### src/rtl/midi_byte_encoder.sv
// ============================================================================
// Module  : midi_byte_encoder
// Brief   : Re-serialises parsed MIDI messages and SysEx payload bytes into a
//           raw MIDI byte stream with a valid/ready output handshake.
//           Optional feature macro: MIDI_RUNNING_STATUS_EN (running status).
// Revision: 1.0 - initial release
// ============================================================================
`default_nettype none

module midi_byte_encoder #(
    parameter int SYSEX_MAX_LEN = 1024,
    parameter int RS_REFRESH    = 16
) (
    input  logic       aclk,
    input  logic       aresetn,
    input  logic [3:0] midi_in_midi_cmd,
    input  logic [3:0] midi_in_midi_ch,
    input  logic [6:0] midi_in_midi_data1,
    input  logic [6:0] midi_in_midi_data2,
    input  logic       midi_in_midi_valid,
    output logic       midi_in_midi_rd,
    output logic       midi_in_midi_busy,
    input  logic [7:0] midi_in_sysex_data,
    input  logic       midi_in_sysex_valid,
    input  logic       midi_in_sysex_last,
    output logic       midi_in_sysex_rd,
    output logic       midi_in_sysex_busy,
    output logic [7:0] tx_data,
    output logic       tx_valid,
    input  logic       tx_ready
);

    localparam int LEN_W = $clog2(SYSEX_MAX_LEN + 1);

    typedef enum logic [2:0] {
        S_IDLE     = 3'd0,
        S_STATUS   = 3'd1,
        S_DATA1    = 3'd2,
        S_DATA2    = 3'd3,
        S_SX_F0    = 3'd4,
        S_SX_DATA  = 3'd5,
        S_SX_F7    = 3'd6,
        S_SX_DRAIN = 3'd7
    } state_t;

    state_t             state_q, state_d;
    logic [7:0]         tx_data_q, tx_data_d;
    logic               tx_valid_q, tx_valid_d;
    logic [6:0]         d1_q, d1_d;
    logic [6:0]         d2_q, d2_d;
    logic [1:0]         nbytes_q, nbytes_d;
    logic [LEN_W-1:0]   sx_len_q, sx_len_d;
    logic               sx_term_q, sx_term_d;
    logic               sx_drain_q, sx_drain_d;

    logic [1:0]         w_len;
    logic               w_drop;
    logic [7:0]         w_status;
    logic [LEN_W-1:0]   w_sx_len_inc;
    logic               w_hs;

`ifdef MIDI_RUNNING_STATUS_EN
    localparam int RS_CNT_W = $clog2(RS_REFRESH + 1);
    logic [7:0]          rs_status_q, rs_status_d;
    logic                rs_valid_q, rs_valid_d;
    logic [RS_CNT_W-1:0] rs_cnt_q, rs_cnt_d;
    logic                w_is_chan;
    logic                w_rs_skip;

    assign w_is_chan = midi_in_midi_cmd[3] && (midi_in_midi_cmd != 4'hF);
    assign w_rs_skip = w_is_chan && rs_valid_q && (rs_status_q == w_status) &&
                       (rs_cnt_q < RS_CNT_W'(RS_REFRESH));
`endif

    assign w_status     = {midi_in_midi_cmd, midi_in_midi_ch};
    assign w_sx_len_inc = sx_len_q + LEN_W'(1);
    assign w_hs         = tx_valid_q & tx_ready;

    // Data-byte count per message; w_drop marks messages that are popped but never emitted.
    always_comb begin
        w_len  = 2'd0;
        w_drop = 1'b0;
        case (midi_in_midi_cmd)
            4'h8, 4'h9, 4'hA, 4'hB, 4'hE: w_len = 2'd2;
            4'hC, 4'hD:                   w_len = 2'd1;
            4'hF: begin
                case (midi_in_midi_ch)
                    4'h1, 4'h3:             w_len  = 2'd1;
                    4'h2:                   w_len  = 2'd2;
                    4'h0, 4'h4, 4'h5, 4'h7: w_drop = 1'b1;
                    default:                w_len  = 2'd0;
                endcase
            end
            default: w_drop = 1'b1;
        endcase
    end

    always_comb begin
        state_d          = state_q;
        tx_data_d        = tx_data_q;
        tx_valid_d       = tx_valid_q;
        d1_d             = d1_q;
        d2_d             = d2_q;
        nbytes_d         = nbytes_q;
        sx_len_d         = sx_len_q;
        sx_term_d        = sx_term_q;
        sx_drain_d       = sx_drain_q;
        midi_in_midi_rd  = 1'b0;
        midi_in_sysex_rd = 1'b0;
`ifdef MIDI_RUNNING_STATUS_EN
        rs_status_d      = rs_status_q;
        rs_valid_d       = rs_valid_q;
        rs_cnt_d         = rs_cnt_q;
`endif
        case (state_q)
            S_IDLE: begin
                if (midi_in_midi_valid) begin
                    midi_in_midi_rd = 1'b1;
                    d1_d            = midi_in_midi_data1;
                    d2_d            = midi_in_midi_data2;
                    nbytes_d        = w_len;
                    if (!w_drop) begin
                        state_d    = S_STATUS;
                        tx_valid_d = 1'b1;
                        tx_data_d  = w_status;
`ifdef MIDI_RUNNING_STATUS_EN
                        if (w_rs_skip) begin
                            state_d   = S_DATA1;
                            tx_data_d = {1'b0, midi_in_midi_data1};
                            rs_cnt_d  = rs_cnt_q + RS_CNT_W'(1);
                        end else if (w_is_chan) begin
                            rs_status_d = w_status;
                            rs_valid_d  = 1'b1;
                            rs_cnt_d    = '0;
                        end
`endif
                    end
`ifdef MIDI_RUNNING_STATUS_EN
                    if ((midi_in_midi_cmd == 4'hF) && !midi_in_midi_ch[3]) begin
                        rs_valid_d = 1'b0;
                    end
`endif
                end else if (midi_in_sysex_valid) begin
                    state_d    = S_SX_F0;
                    tx_valid_d = 1'b1;
                    tx_data_d  = 8'hF0;
                    sx_len_d   = '0;
                    sx_term_d  = 1'b0;
                    sx_drain_d = 1'b0;
`ifdef MIDI_RUNNING_STATUS_EN
                    rs_valid_d = 1'b0;
`endif
                end
            end
            S_STATUS: begin
                if (w_hs) begin
                    if (nbytes_q == 2'd0) begin
                        state_d    = S_IDLE;
                        tx_valid_d = 1'b0;
                    end else begin
                        state_d   = S_DATA1;
                        tx_data_d = {1'b0, d1_q};
                    end
                end
            end
            S_DATA1: begin
                if (w_hs) begin
                    if (nbytes_q == 2'd2) begin
                        state_d   = S_DATA2;
                        tx_data_d = {1'b0, d2_q};
                    end else begin
                        state_d    = S_IDLE;
                        tx_valid_d = 1'b0;
                    end
                end
            end
            S_DATA2: begin
                if (w_hs) begin
                    state_d    = S_IDLE;
                    tx_valid_d = 1'b0;
                end
            end
            S_SX_F0: begin
                if (w_hs) begin
                    state_d    = S_SX_DATA;
                    tx_valid_d = 1'b0;
                end
            end
            S_SX_DATA: begin
                // Once the final (or length-limit) byte is popped, stop popping until F7 is queued.
                if (w_hs) begin
                    tx_valid_d = 1'b0;
                    if (sx_term_q) begin
                        state_d    = S_SX_F7;
                        tx_valid_d = 1'b1;
                        tx_data_d  = 8'hF7;
                    end
                end
                if (midi_in_sysex_valid && (!tx_valid_q || tx_ready) && !sx_term_q) begin
                    midi_in_sysex_rd = 1'b1;
                    tx_valid_d       = 1'b1;
                    tx_data_d        = midi_in_sysex_data & 8'h7F;
                    sx_len_d         = w_sx_len_inc;
                    if (midi_in_sysex_last) begin
                        sx_term_d = 1'b1;
                    end else if (w_sx_len_inc == LEN_W'(SYSEX_MAX_LEN)) begin
                        sx_term_d  = 1'b1;
                        sx_drain_d = 1'b1;
                    end
                end
            end
            S_SX_F7: begin
                if (w_hs) begin
                    tx_valid_d = 1'b0;
                    state_d    = sx_drain_q ? S_SX_DRAIN : S_IDLE;
                end
            end
            S_SX_DRAIN: begin
                if (midi_in_sysex_valid) begin
                    midi_in_sysex_rd = 1'b1;
                    if (midi_in_sysex_last) begin
                        state_d = S_IDLE;
                    end
                end
            end
            default: state_d = S_IDLE;
        endcase
    end

    always_ff @(posedge aclk or negedge aresetn) begin
        if (!aresetn) begin
            state_q    <= S_IDLE;
            tx_data_q  <= 8'h00;
            tx_valid_q <= 1'b0;
            d1_q       <= '0;
            d2_q       <= '0;
            nbytes_q   <= '0;
            sx_len_q   <= '0;
            sx_term_q  <= 1'b0;
            sx_drain_q <= 1'b0;
        end else begin
            state_q    <= state_d;
            tx_data_q  <= tx_data_d;
            tx_valid_q <= tx_valid_d;
            d1_q       <= d1_d;
            d2_q       <= d2_d;
            nbytes_q   <= nbytes_d;
            sx_len_q   <= sx_len_d;
            sx_term_q  <= sx_term_d;
            sx_drain_q <= sx_drain_d;
        end
    end

`ifdef MIDI_RUNNING_STATUS_EN
    always_ff @(posedge aclk or negedge aresetn) begin
        if (!aresetn) begin
            rs_status_q <= 8'h00;
            rs_valid_q  <= 1'b0;
            rs_cnt_q    <= '0;
        end else begin
            rs_status_q <= rs_status_d;
            rs_valid_q  <= rs_valid_d;
            rs_cnt_q    <= rs_cnt_d;
        end
    end
`endif

    assign tx_data            = tx_data_q;
    assign tx_valid           = tx_valid_q;
    assign midi_in_midi_busy  = (state_q != S_IDLE);
    assign midi_in_sysex_busy = (state_q != S_IDLE) && (state_q != S_SX_DATA);

endmodule

`default_nettype wire

### config.mk
export PLATFORM = sky130hd
export DESIGN_NAME = midi_byte_encoder
export DESIGN_NICKNAME = d
export VERILOG_FILES = /design/src/rtl/midi_byte_encoder.sv
export SDC_FILE = /design/constraint.sdc
export NUM_CORES = 1
export LEC_CHECK = 0
export BUFFER_PORTS_ARGS = -buffer_cell sky130_fd_sc_hd__clkbuf_2
export CAP_MARGIN = 20
export CORE_UTILIZATION = 53
export CTS_CLUSTER_DIAMETER = 50
export DETAILED_ROUTE_END_ITERATION = 8
export GPL_TIMING_DRIVEN = 0
export PLACE_DENSITY = 0.82
export SETUP_SLACK_MARGIN = 0.2
export SYNTH_ARGS = -nofsm -noshare
export SYNTH_HDL_FRONTEND = slang
export SYNTH_SLANG_ARGS = --single-unit
### constraint.sdc
create_clock -name aclk -period 2 [get_ports aclk]
set_input_delay 0.3 -clock aclk [delete_from_list [all_inputs] [get_ports aclk]]
set_output_delay 0.3 -clock aclk [all_outputs]
set_load 0.005 [all_outputs]
# Word level (Yosys, flattened, before mapping)
# Cells that the tools add are included.
# Widths: inputs -> output; s select.
# totals
register_bits	41
inputBits	36
output_inout_bits	13
word_cells	146
# op_classes
n_addsub	1
eq_ne	48
mux	61
n_bitwise	1
n_reduce_logical	26
# ops
op	count
$mux 8	10
$mux 3	13
$ne 2x2->1 const B	18
$mux 11	3
$eq 4x4->1 const B	8
$pmux 8 s4	1
$pmux 3 s8	1
$mux 1	23
$pmux 11 s2	1
$ne 3x3->1 const B	6
$reduce_and 9->1	2
$eq 3x3->1 const B	4
$eq 4x3->1 const B	3
$add 11x1->11 const B	1
$eq 11x11->1 const B	1
$reduce_and 11->1	1
$eq 4x2->1 const B	2
$pmux 1 s2	4
$reduce_or 7->1	1
$eq 3x2->1 const B	2
$pmux 2 s3	1
$reduce_and 6->1	1
$pmux 1 s5	1
$reduce_and 5->1	1
23 further kinds	28

# Longest topological paths before layout
# Gate-level depths: netlist of the first run.
# logic_depth
ltp_word	7
depth_mapped	8
mapped_depth_nobuf	6

# Worst setup path before layout of the first run
# OpenSTA, ideal clock, no wires.
# synth_timing
path_type	reg2reg
from	register sx_len_q[0]
to	register sx_drain_q
setup_ns	0.095
t_arrival_ns	1.663
t_required_ns	1.905
path_slack_ns	0.242
stages_incl_launch_ff	8
path_buffers	1
synth_period_minus_slack_ns	1.758
path_cell_list	dfrtp_1 ha_1 and4_1 buf_4 nand4_2 xor2_1 a211o_1 o32ai_2
# synth_between
elab_chain_cells	4
# synth_lines
element	line_no	source
start, declared	52	logic [LEN_W-1:0] sx_len_q, sx_len_d;
start signal, assigned	248	sx_len_q <= sx_len_d;
$add 11x1->11	76	assign w_sx_len_inc = sx_len_q + LEN_W'(1);
$eq 11x11->1	206	end else if (w_sx_len_inc == LEN_W'(SYSEX_MAX_LEN)) begin
$ne 2x2->1 (no source line)	n/a	
$reduce_and 6->1 (no source line)	n/a	
end signal, assigned	250	sx_drain_q <= sx_drain_d;
end, declared	54	logic sx_drain_q, sx_drain_d;
# No other way between the ends.
# A chain may end at the register's enable or synchronous reset.

# Worst setup path after layout of the first run
# layout_timing
from	register state_q[1]
to	output port midi_in_midi_rd
# layout_between
elab_chain_cells	2
# layout_lines
element	line_no	source
start, declared	46	state_t state_q, state_d;
start signal, assigned	242	state_q <= state_d;
$logic_not 3->1	115	case (state_q)
$mux 1	115	
end, declared	21	output logic midi_in_midi_rd,
# No other way between the ends.

==> results.toml, run 1 <==
[global_route]
grt-ovfl-total = 0
grt_pass1_wl_um = 10800
antenna_found_initial = 0
track_usage_pct = 27.4
grt_max_degree = 42
grt_pass1_vias = 2335

[hold_path]
hold_class = "input port to register"
whs_path_depth = 2
min_from = "midi_in_midi_data2[0]"
whs_endpoint = "d2_q[0]$_DFFE_PN0P_"

[clock_tree]
clockBufferDepth = 2
clock-sinks = 41
cts_tree = "built"
clk_pin_slew_worst_paths_ps = 90
cts_buffers = 5
clk_root_buffer_cell = "clkbuf_8"
worstSkewPairLatency_ps = 300
ctsHtreeMaxLevel = 2

[timing]
rsz0062_at_grt = "yes"
max_freq_mhz = 549
setup_tns_ps = 0
finClkSkew_ps = 12.4
slew_headroom_pct = 73.1
finalHoldViolCount = 0
final-max-slew-violation-count = 0
fin_crit_ps = 1820
tightest_slew_ps = 398
setup_viol = 0
finalCritPeriodShare_pct = 91.1

[synth]
synthFlopType = "dfrtp_1"
syn-num-nets = 292
syn_area_sq_um = 2530
async_reset_ff_share_pct = 100
yosysTopAreaCellShare_pct = 40.6
synthesis.instances = 255
yosysMostFrequentCell = "dfrtp_1"
synth_cell_type_count = 58
syn_area_per_cell_sq_um = 9.92
yosysWarnings = 0
synthTopCellsByCount = "dfrtp_1, o21ai_0, nand2_1"
synth_edf_count = 0
synth.largest_area_cell = "dfrtp_1"
synthTopCellsByArea = "dfrtp_1, mux2_2, mux2_4"
yosysSeqAreaShare_pct = 40.6
ys_ff_latch = 41

[critical_path]
critPathSlowestCell = "dfrtp_1"
critical_path_required_ps = 1700
worstReg2RegEnd = "tx_data[0]$_DFFE_PN0P_"
cp-start-kind = "register"
critPathCaptureType = "output port"
path_common_cell = "buf_6"
crit-reg2reg-launch = "state_q[1]$_DFFE_PN0P_"
critPathMaxFanout = 9
worstPathArrival_ps = 1520
reg2reg_slack_ps = 220
critical_path_class = "register to output port"
crit_chain = "buf_6, nor3_4, inv_2, nor2_4, buf_6, clkbuf_2"
r2r_cells = 7
cpPeakStageDelay_ps = 380

[cells_and_area]
nNetsFinal = 368
diodes = 0
final_util_pct = 72.5
fill_cells = 302
area_delta_synth_final_pct = 28.4
drive_gt1_share_pct = 42.5

[routing]
vias = 2375
wl_per_cell_um = 17.1
totalWireLength_um = 6570
route.detailed.drc = 1
ant_nets = 0
first_pass_iters = 7
first_iter_violations = 259
routed_via_density = 6.18

[floorplan]
rows = 24
die_w_um = 71.1
core-area_sq_um = 4470
die_h_um = 71.1
dieArea_sq_um = 5050
io_pins = 49
start_util_pct = 56.5

[pwr]
p_per_area_nw_per_um2 = 1220
leakage_uw = 0.00152
ir_worst_vdd_mv = 0.757

[outcome]
status = "finished, violations left"
violations = "design-rule violations"

[placement]
dp_hpwl_um = 4250
io_buffers = 47
routabilityCongestion = 0.968

[job]
cap_violations = 0
layer usage:
metal  vias up  global-route usage [%]  routed length [um]
li1       1096                       -                   -
met1      1163                    39.1                2900
met2        92                    40.8                3110
met3        24                    5.41                 358
met4         0                    11.6                 202
met5         -                       0                   0
through the flow:
stage / instances / total power [uW] / setup WS (ps) / instance area, sq um / hold WS [ps]
2_1_floorplan: 255 / 2540 / 242 / 2530 / 4.41
3_3_place_gp: 354 / 2920 / 108 / 2830 / 487
3_5_place_dp: 354 / 2990 / 81.5 / 2830 / 494
4_1_cts: 375 / 3750 / 165 / 3070 / 205
5_1_grt: 384 / 4210 / 132 / 3250 / 223
6_report: 384 / 3950 / 179 / 3250 / 228
repair_timing:
item                                   CTS  global route
setup endpoints to repair               29            32
hold buffers                             0             1
resized for setup                       10            26
setup buffers                           13             7
endpoints found under the hold margin    0             5
pin swaps                                5             4
sequential cells by signal, summed over array words and instances, names as in the netlist:
signal      cells
sx_len_q       11
tx_valid        1
d2_q            7
d1_q            7
tx_data         8
sx_drain_q      1
nbytes_q        2
sx_term_q       1
state_q         3
report_power, final:
part / internal (uW) / switching, uW
Clock: 312 / 294
Sequential: 1150 / 224
Combinational: 1040 / 934
Total: 2500 / 1450
kinds of logic (layout without fill, tap and decap cells):
kind of cell	Yosys count	after routing	share of synthesized area, %
simple gates	83	83	18.0
compound gates	76	76	20.7
flops	41	41	40.6
mux	31	31	15.0
buf+inv	21	98	4.55
xor+xnor	2	2	0.693
fa+ha+maj	1	1	0.495
how the worst max path moves through the flow:
stage | startpoint | to | slack [ps] | cells past startpoint
5_1_grt | state_q[1]$_DFFE_PN0P_ | midi_in_midi_rd | 130 | 6
2_1_floorplan | sx_len_q[0]$_DFFE_PN0P_ | sx_drain_q$_DFFE_PN0P_ | 240 | 7
3_5_place_dp | sx_len_q[0]$_DFFE_PN0P_ | sx_drain_q$_DFFE_PN0P_ | 80 | 7
3_3_place_gp | sx_len_q[0]$_DFFE_PN0P_ | sx_drain_q$_DFFE_PN0P_ | 110 | 7
6_report | state_q[1]$_DFFE_PN0P_ | midi_in_midi_rd | 180 | 6
4_1_cts | state_q[2]$_DFFE_PN0P_ | midi_in_midi_rd | 160 | 6
cell usage in the layout (no fill, tap or decap), types with 3 or more instances in the layout:
cell       count
clkbuf_2      48
dfrtp_1       39
o21ai_0       21
nand2_1       20
buf_4         20
nor2_1        17
mux2_2        15
a21oi_1       12
mux2_4        10
buf_6          8
nand3_1        7
clkbuf_8       7
inv_1          6
o31ai_1        6
mux2i_1        6
and2_1         5
nor2b_1        4
nand4_1        4
o21ai_1        4
o2111ai_1      4
buf_2          3
nand2b_1       3
o211ai_1       3
a32oi_1        3
critical path, delay by kind of cell, from the launching register on:
family | cells | cell delay, ps
buf+inv | 4 | 470
flops | 1 | 380
simple gates | 2 | 350
cell type report:
type	count	area [sq um]	share of cell area, %
Timing Repair Buffer	69	428	13.2
Multi-Input combinational cell	193	1480	45.5
Sequential cell	41	1030	31.7
Tap cell	52	65.1	2.00
Clock buffer	7	96.3	2.97
Clock inverter	1	5.00	0.154
Inverter	7	26.3	0.810
Buffer	14	121	3.74
(Power assumes the default switching activity.)
==> run 2: changes to the inputs <==
CORE_UTILIZATION = 36   (was 53)
PLACE_DENSITY = 0.61   (was 0.82)
SETUP_SLACK_MARGIN = unset   (was 0.2)
SKIP_LAST_GASP = 1   (was unset)
==> run 2 against run 1 <==
The flow now finishes without violations. Worst setup slack got worse by 80 ps. Final area fell by 3.0%. Cell count rose by 8.3%. Via count fell by 8.3%. Core utilization fell by 26 points. Critical path depth did not move. Maximum frequency fell by 4.2%. Hold slack improved by 2.1 ps. Clock power rose by 31%. Sequential share of layout area rose by 0.89 points. Routed wire length fell by 4.4%.
==> results.toml, run 2 (synthesis gave the netlist of run 1 again) <==
[outcome]
status = "complete, no violations"

[pwr]
p_per_area_nw_per_um2 = 1230
ir_worst_vdd_mv = 0.484
leakage_uw = 0.00145
power_uw = 3870

[cells_and_area]
nNetsFinal = 356
layout_common_cells = "clkbuf_2, dfrtp_1, o21ai_0"
area_delta_synth_final_pct = 24.5
seqCellArea_sq_um = 1030
regMostFlops = "sx_len_q"
largest_reg_flops = 11
multi_input_area_sq_um = 1420
layout_commonest_cell = "clkbuf_2"
fill_cells = 650
diodes = 0
drive_gt1_share_pct = 37.2

[floorplan]
core-area_sq_um = 6790
dieArea_sq_um = 7360
die_w_um = 85.8
rows = 30
die_h_um = 85.8
start_util_pct = 37.2
io_pins = 49

[timing]
max_freq_mhz = 526
finalHoldViolCount = 0
setup_viol = 0
final-max-slew-violation-count = 0
finClkSkew_ps = 3.09
slew_headroom_pct = 65.8
fin_crit_ps = 1900
setup_tns_ps = 0
finalCritPeriodShare_pct = 95.1
tightest_slew_ps = 510

[critical_path]
worstReg2RegEnd = "tx_data[1]$_DFFE_PN0P_"
crit-reg2reg-launch = "state_q[0]$_DFFE_PN0P_"
critPathMaxFanout = 10
critical_path_class = "register to output port"
critical_path_required_ps = 1700
critPathCaptureType = "output port"
reg2reg_slack_ps = 100
r2r_cells = 5
worstPathArrival_ps = 1600
cp-start-kind = "register"

[routing]
route.detailed.drc = 0
first_pass_iters = 4
ant_nets = 0
first_iter_violations = 129
vias = 2177
routed_via_density = 5.23
wl_per_cell_um = 15.1
totalWireLength_um = 6280

[global_route]
grt_pass1_vias = 2085
antenna_found_initial = 0
grt-ovfl-total = 0
grt_max_degree = 42
grt_pass1_wl_um = 10100
track_usage_pct = 17.6

[placement]
dp_hpwl_um = 4420
io_buffers = 47
routabilityCongestion = 0.829

[clock_tree]
clk_pin_slew_worst_paths_ps = 80
ctsHtreeMaxLevel = 2
cts_buffers = 5
clockBufferDepth = 2
clk_root_buffer_cell = "clkbuf_8"
clock-sinks = 41
cts_tree = "built"
worstSkewPairLatency_ps = 290

[hold_path]
whs_path_depth = 2
hold_class = "input port to register"
whs_endpoint = "d1_q[5]$_DFFE_PN0P_"
min_from = "midi_in_midi_data1[5]"

[job]
cap_violations = 0
[run 2: changes by cell type in the layout (fill, tap and decap cells not counted), sizes merged]
cell | previous run | this run
bufinv | 0 | 2
buf | 33 | 19
[run 2: stage by stage]
stage          util, %  area (sq um)  std cells  worst slack (ps)  hold slack [ps]
2_1_floorplan        -          2530        255               242             4.41
3_3_place_gp      42.4          2880        398              44.9              488
3_5_place_dp      42.4          2880        398              16.6              493
4_1_cts           44.6          3030        407              16.5              224
5_1_grt           46.4          3150        416             -11.4              232
6_report          46.4          3150        416              98.9              230
[run 2: critical path: stages (launching register included)]
cell      delay [ps]
dfrtp_1          370
buf_4            180
nor3_4           210
inv_2            110
nor2_4           140
buf_6            160
clkbuf_2         120
[run 2: worst max-delay path by stage]
stage / from / endpoint / slack [ps] / cells past startpoint
2_1_floorplan: sx_len_q[0]$_DFFE_PN0P_ / sx_drain_q$_DFFE_PN0P_ / 240 / 7
5_1_grt: sx_len_q[0]$_DFFE_PN0P_ / sx_drain_q$_DFFE_PN0P_ / -10 / 7
4_1_cts: state_q[2]$_DFFE_PN0P_ / tx_data[4]$_DFFE_PN0P_ / 20 / 6
3_3_place_gp: midi_in_midi_ch[3] / tx_data[1]$_DFFE_PN0P_ / 40 / 6
6_report: state_q[2]$_DFFE_PN0P_ / midi_in_midi_rd / 100 / 6
3_5_place_dp: midi_in_midi_ch[3] / tx_data[7]$_DFFE_PN0P_ / 20 / 6
[run 2: power breakdown]
part	leakage, uW	switching (uW)	internal [uW]	total (uW)
clock	0.0000681	299	496	795
combinational	0.000868	818	883	1700
sequential	0.000510	234	1140	1380
total	0.00145	1350	2520	3870
[run 2: what timing repair did]
| action | CTS | global route |
|---|---|---|
| pin swaps | 1 | 2 |
| setup endpoints to repair | 1 | 22 |
| setup buffers | 1 | 7 |
| hold buffers | 0 | 1 |
| hold endpoints to repair | 0 | 7 |
| resized for setup | 1 | 14 |
[run 2: layout make-up]
cell class / count / share of cell area (%)
sequential: 41 / 32.6
tap: 96 / 3.81
clock inverter: 3 / 2.07
multi-input combinational: 193 / 45.0
inverter: 7 / 0.834
buffer: 14 / 3.18
timing repair buffer: 57 / 10.3
clock buffer: 5 / 2.19
[run 2: per-layer routing]
metal	part of all wire [%]	vias to the layer above	global-route usage, %
li1	-	1071	-
met1	49	1048	25.0
met2	46	51	27.6
met3	4.0	7	2.79
met4	1.1	0	5.45
met5	0	-	0
